--- config.mk ---
export PLATFORM = sky130hd
export DESIGN_NAME = store_write_buffer
export DESIGN_NICKNAME = d
export VERILOG_FILES = /design/src/rtl/store_write_buffer.sv
export SDC_FILE = /design/constraint.sdc
export NUM_CORES = 1
export LEC_CHECK = 0
export BUFFER_PORTS_ARGS = -buffer_cell sky130_fd_sc_hd__buf_4
export CORE_UTILIZATION = 49
export DETAILED_ROUTE_END_ITERATION = 8
export PLACE_DENSITY = 0.85
export SLEW_MARGIN = 20
export SYNTH_ARGS = -nofsm -noshare
export SYNTH_HDL_FRONTEND = slang
export SYNTH_SLANG_ARGS = --single-unit
--- constraint.sdc ---
create_clock -name clk -period 1.9 [get_ports clk]
set_input_delay 0.19 -clock clk [delete_from_list [all_inputs] [get_ports clk]]
set_output_delay 0.19 -clock clk [all_outputs]
set_load 0.02 [all_outputs]
--- src/rtl/store_write_buffer.sv ---
// rtl/store_write_buffer.sv - in-order store buffer draining (addr, data) pairs to data memory
// Optional load forwarding is built when STORE_FWD_EN is defined.
module store_write_buffer #(
  parameter int DEPTH = 4,
  parameter int AW    = 8,
  parameter int DW    = 8
) (
  input  logic                       clk,
  input  logic                       reset,
  input  logic                       st_valid,
  input  logic [AW-1:0]              st_addr,
  input  logic [DW-1:0]              st_data,
  output logic                       st_ready,
  output logic                       mem_wr_en,
  output logic [AW-1:0]              mem_addr,
  output logic [DW-1:0]              mem_wdata,
  input  logic                       mem_ack,
  input  logic [AW-1:0]              ld_addr,
  output logic                       ld_hit,
  output logic [DW-1:0]              ld_data,
  output logic                       empty,
  output logic [$clog2(DEPTH+1)-1:0] count
);

  localparam int PW = $clog2(DEPTH);
  localparam int CW = $clog2(DEPTH + 1);

  logic [AW-1:0] r_addr [DEPTH];
  logic [DW-1:0] r_data [DEPTH];
  logic [PW-1:0] r_wr_ptr;
  logic [PW-1:0] r_rd_ptr;
  logic [CW-1:0] r_count;

  logic w_full;
  logic w_empty;
  logic w_push;
  logic w_pop;

  // Full/empty come from the occupancy count only, so ready never depends on mem_ack.
  assign w_full  = (r_count == CW'(DEPTH));
  assign w_empty = (r_count == '0);
  assign w_push  = st_valid && !w_full;
  assign w_pop   = !w_empty && mem_ack;

  assign st_ready  = !w_full;
  assign empty     = w_empty;
  assign count     = r_count;
  assign mem_wr_en = !w_empty;
  assign mem_addr  = w_empty ? '0 : r_addr[r_rd_ptr];
  assign mem_wdata = w_empty ? '0 : r_data[r_rd_ptr];

  always_ff @(posedge clk or posedge reset) begin
    if (reset) begin
      r_wr_ptr <= '0;
      r_rd_ptr <= '0;
      r_count  <= '0;
    end else begin
      if (w_push) begin
        r_wr_ptr <= r_wr_ptr + 1'b1;
      end
      if (w_pop) begin
        r_rd_ptr <= r_rd_ptr + 1'b1;
      end
      if (w_push && !w_pop) begin
        r_count <= r_count + 1'b1;
      end else if (w_pop && !w_push) begin
        r_count <= r_count - 1'b1;
      end
    end
  end

  // Entry storage needs no reset: it is only observed through count-qualified paths.
  always_ff @(posedge clk) begin
    if (w_push) begin
      r_addr[r_wr_ptr] <= st_addr;
      r_data[r_wr_ptr] <= st_data;
    end
  end

`ifdef STORE_FWD_EN
  logic          w_ld_hit;
  logic [DW-1:0] w_ld_data;
  logic [PW-1:0] w_idx;

  // Scan oldest to youngest so the youngest match overwrites earlier ones.
  always_comb begin
    w_ld_hit  = 1'b0;
    w_ld_data = '0;
    w_idx     = '0;
    for (int i = 0; i < DEPTH; i++) begin
      w_idx = r_rd_ptr + PW'(i);
      if ((CW'(i) < r_count) && (r_addr[w_idx] == ld_addr)) begin
        w_ld_hit  = 1'b1;
        w_ld_data = r_data[w_idx];
      end
    end
  end

  assign ld_hit  = w_ld_hit;
  assign ld_data = w_ld_data;
`else
  logic w_unused_ld;

  assign w_unused_ld = ^ld_addr;
  assign ld_hit      = 1'b0;
  assign ld_data     = '0;
`endif

endmodule
**Word-level counts from Yosys, hierarchy flattened**

Memory sizes are Yosys's and may differ from the RTL's.
Index checks and enable logic that the tools add are counted.

- Bits in registers: 7
- Memory bits (writable): 64
- Input port bits: 28
- Output and inout port bits: 31
- Word-level logic and storage cells: 26
- Memories: 2

- Add/sub/neg operators: 4
- Equality and inequality tests: 1
- Muxes and demuxes: 6
- Reduce and logical (&&, ||, !) cells: 10

Memory list:

| name | depth | bits a word | read ports | clocked after memory_dff | write ports | RTL line | RTL |
|---|---|---|---|---|---|---|---|
| r_addr | 4 | 8 | 1 | 0 | 1 | 28 | `logic [AW-1:0] r_addr [DEPTH];` |
| r_data | 4 | 8 | 1 | 0 | 1 | 29 | `logic [DW-1:0] r_data [DEPTH];` |

Operators with widths:

| kind | count |
|---|---|
| $mux 8 | 2 |
| $mux 3 | 2 |
| $add 2x1->2 const B | 2 |
| $logic_and 1x1->1 | 4 |
| $logic_not 1->1 | 4 |
| $add 3x1->3 const B | 1 |
| $eq 3x3->1 const B | 1 |
| $logic_not 3->1 | 1 |
| $sub 3x1->3 const B | 1 |
| $mux 1 | 2 |
| $reduce_bool 2->1 | 1 |

**Logic depth before layout (Yosys ltp)**

- Depth after elaboration: 7
- Gate-level depth with buffers: 9

**Worst setup path after synthesis**

No wires, ideal clock.

- Kind: register -> register
- From: register r_count[0], in the netlist count[0]
- To: register r_count[2], in the netlist count[2]
- Library setup time: 80 ps
- Data arrival time: 2,134 ps
- Data required time: 1,820 ps
- Path slack: -314 ps
- Stages on the path, launching flop included: 10
- Period minus slack after synthesis: 2,214 ps
- Cell sequence: dfrtp_1 -> or3_1 -> clkbuf_1 -> nand2_1 -> ha_1 -> inv_1 -> fa_1 -> xor2_1 -> nor2_1 -> xor2_1

- Word-level cells in the longest chain between the ends: 6
- Elaborated cells on any way between the ends: 15
- Classes of those cells: add/sub (2); eq/ne (1); mux (2); reduce/logical (10)

RTL lines:

| what | RTL line | RTL |
|---|---|---|
| from (decl) | 32 | `logic [CW-1:0] r_count;` |
| from (signal assigned) | 65 | `r_count <= r_count + 1'b1;` |
| from (signal assigned) | 67 | `r_count <= r_count - 1'b1;` |
| parallel branches: the longest is 6 deep, another holds $sub 3x1->3 | n/a |  |

Several ways; the timed one is not identified. The select of a mux whose other input is x is not followed.
A chain may end at the register's enable or synchronous reset.

**Final worst setup path**

- From: register r_rd_ptr[0]
- To: output port mem_wdata[5]

- Word-level cells in the longest chain between the ends: 2

RTL lines:

| what | RTL line | RTL |
|---|---|---|
| from (decl) | 31 | `logic [PW-1:0] r_rd_ptr;` |
| from (signal assigned) | 62 | `r_rd_ptr <= r_rd_ptr + 1'b1;` |
| $mem_v2 4x8 | n/a |  |
| $mux 8 | 50 | `assign mem_wdata = w_empty ? '0 : r_data[r_rd_ptr];` |
| to (decl) | 16 | `output logic [DW-1:0] mem_wdata,` |

Every way passes these cells.

==> flow_summary.json <==
{
  "status": "finished, violations left",
  "violations": "setup timing",
  "hold_path.class": "input pin to flop",
  "whs_ps": 61.2,
  "place_hpwl_um": 3340,
  "clk_pin_slew_ps": 70,
  "drt_iter0_drc": 89,
  "ys.flop_type": "edfxtp_1",
  "drive_gt1_share_pct": 52.5,
  "cts.path.max_buffers": 2,
  "fin_nets": 252,
  "synth_area_leader_cell": "edfxtp_1",
  "worst-path-max-fanout": 5,
  "clock_latency_ps": 330,
  "ys_ff_latch": 71,
  "arrival_ps": 1720,
  "stdcell_count": 295,
  "required_ps": 1710,
  "timing.final.crit_share_pct": 101,
  "die_area_um2": 6330,
  "critPathKind": "flop to output pin",
  "finalHoldViolCount": 0,
  "ys_types": 22,
  "crit_path_end_kind": "output pin",
  "cp-start-kind": "flop",
  "powerDensity_nw_per_um2": 1700,
  "setup_ws_ps": -9.81,
  "yosys-top-cells-area": "edfxtp_1 65%, mux4_1 7.1%, mux4_2 6.1%",
  "cpMostUsedCell": "buf_6",
  "yosys_warnings": 0,
  "die_h_um": 79.5,
  "ys_async_sr_fraction_pct": 9.86,
  "fmax_ghz": 0.524,
  "syn_area_per_cell_um2": 19.8,
  "drv_cap": 0,
  "cpLargestDelayFamily": "multiplexers",
  "ios": 59,
  "placed_cells": 272,
  "p_clk_share_pct": 16.2,
  "period_minus_slack_ps": 1910,
  "drc": 0,
  "post-place-ws_ps": 16.8,
  "path_cells": "buf_6 -> mux4_2 -> and2_4 -> buf_6",
  "cts_max_level": 3,
  "final.fill_count": 389,
  "ys_seq_area_share_pct": 71.2,
  "p_int_mw": 4.32,
  "cts_tree": "yes",
  "area.growth.synth_to_final_pct": 26.5,
  "initial_core_util_pct": 52.2,
  "viasPerCell": 5.04,
  "vias": 1486,
  "combPwrFrac_pct": 48.7,
  "numCtsBuffers": 9,
  "first_pass_iters": 4,
  "wl_per_cell_um": 17.1,
  "setup_viol": 2,
  "synth_top_area_share_pct": 65.2,
  "root_buffer": "clkbuf_8",
  "grt-ovfl-total": 0,
  "grt_first_pass_wirelength_um": 8130,
  "grt_max_degree": 20,
  "portBuffers": 41,
  "antenna_cells": 0,
  "critPathMaxStageDelay_ps": 500,
  "antenna_left": 0,
  "antenna_found_initial": 0,
  "rows": 27,
  "cp.buffers_inverters": 2,
  "grt_pass1_vias": 1568,
  "gp_congestion": 0.705,
  "grtUsageTotal_pct": 18.3,
  "tns_ps": -15.8,
  "die_w_um": 79.5,
  "vdd_drop_max_uv": 1170,
  "slew_viol_final": 0,
  "core_area_um2": 5640,
  "p_switching_mw": 2.02,
  "syn-instance-count": 149,
  "cts_sinks": 71,
  "rsz0062_at_grt": "yes",
  "syn_area_um2": 2950,
  "critPathSlowestCell": "mux4_2",
  "netSwitchingFraction_pct": 31.8,
  "leakagePower_nw": 1.43,
  "seqPwrFrac_pct": 35.1,
  "fin_worst_skew_ps": 7.51,
  "wl_um": 5040,
  "synth_edf_count": 64
}
## power by group through the flow
stage               combinational, mW  clock [mW]  sequential, mW
global route                     3.29        1.12            2.25
floorplan                        1.62           0            2.27
global placement                 2.52           0            2.20
CTS                              3.09        1.05            2.22
detailed placement               2.57           0            2.23
finish                           3.08        1.03            2.23
## worst paths after layout
path                              from           end  slack (ps)  cells past startpoint
hold reg to reg               count[2]      count[2]         600                      2
max in group asynchronous        reset      count[1]        1320                      3
min in group asynchronous        reset   r_rd_ptr[0]         350                      3
setup reg to reg              count[1]      count[2]          10                      8
hold / removal              st_data[4]  r_data[2][4]          60                      1
setup / recovery           r_rd_ptr[0]  mem_wdata[5]         -10                      4
## registers in the layout, indices dropped and copies added (netlist names)
register  count
r_addr       32
r_rd_ptr      2
r_data       32
r_wr_ptr      2
count         3
## cell type report
class                   instances  area [µm²]  area share [%]
multi-input cells              66         781            20.9
clock inverters                 2        8.76           0.235
inverters                       5        18.8           0.504
clock buffers                  14         163            4.36
flip-flops and latches         71        2100            56.4
repair buffers                 65         566            15.2
well taps                      72        90.1            2.42
## Yosys cell counts (all sizes together), types with 4 or more instances
cell    instances
and2           20
buf            13
dfrtp           7
edfxtp         64
ha              5
inv             5
mux4           16
xnor2           4
## worst reg2reg max path, stage by stage, from the launching register on
cell and delay [ps]:
dfrtp_2 410, or3_4 420, nand2_4 90, ha_4 130, inv_2 40, fa_2 330, xor2_1 140, nor2_1 120
xor2_1 140
## cell usage in the layout (no fill, tap or decap), types with 2 or more instances in the layout
cell / Yosys / final
dfrtp_1: 7 / 4
and2_4: 0 / 13
ha_1: 5 / 4
conb_1: 1 / 9
buf_4: 9 / 44
dfrtp_2: 0 / 3
inv_1: 5 / 4
mux4_2: 8 / 16
clkbuf_1: 2 / 3
and2_1: 20 / 7
xnor2_1: 4 / 4
edfxtp_1: 64 / 64
xor2_1: 2 / 2
buf_6: 1 / 20
clkbuf_8: 0 / 11
## per-layer routing
| metal | track usage [%] | wire length [µm] | vias to the layer above |
|---|---|---|---|
| met5 | 0 | 0 | - |
| li1 | - | - | 683 |
| met2 | 31.8 | 2750 | 38 |
| met1 | 21.4 | 2060 | 755 |
| met3 | 3.77 | 140 | 10 |
| met4 | 9.27 | 91 | 0 |
## stage by stage
stage	util, %	area (µm²)	total power [mW]
after floorplan	-	3020	3.89
after global placement	60.6	3420	4.72
after detailed placement	60.6	3420	4.81
after CTS	65.8	3710	6.36
after global routing	66.1	3730	6.66
final	66.1	3730	6.34
## timing repair
action / CTS / global route
hold buffers: 1 / 0
pin swaps: 16 / 4
setup endpoints to repair: 17 / 18
resized for setup: 43 / 2
endpoints found under the hold margin: 7 / 0
gates cloned: 2 / 0
buffers inserted: 3 / 1
## logic make-up after synthesis
group / share of synthesized area (%)
AOI/OAI and AO/OA: 0.382
other: 0.127
DFF: 71.2
xor gates and xnor gates: 1.78
buffers and inverters: 4.59
and+or+nand+nor: 5.14
muxes: 14.0
adders and majority gates: 2.80
Power figures use the tool's default switching activity.
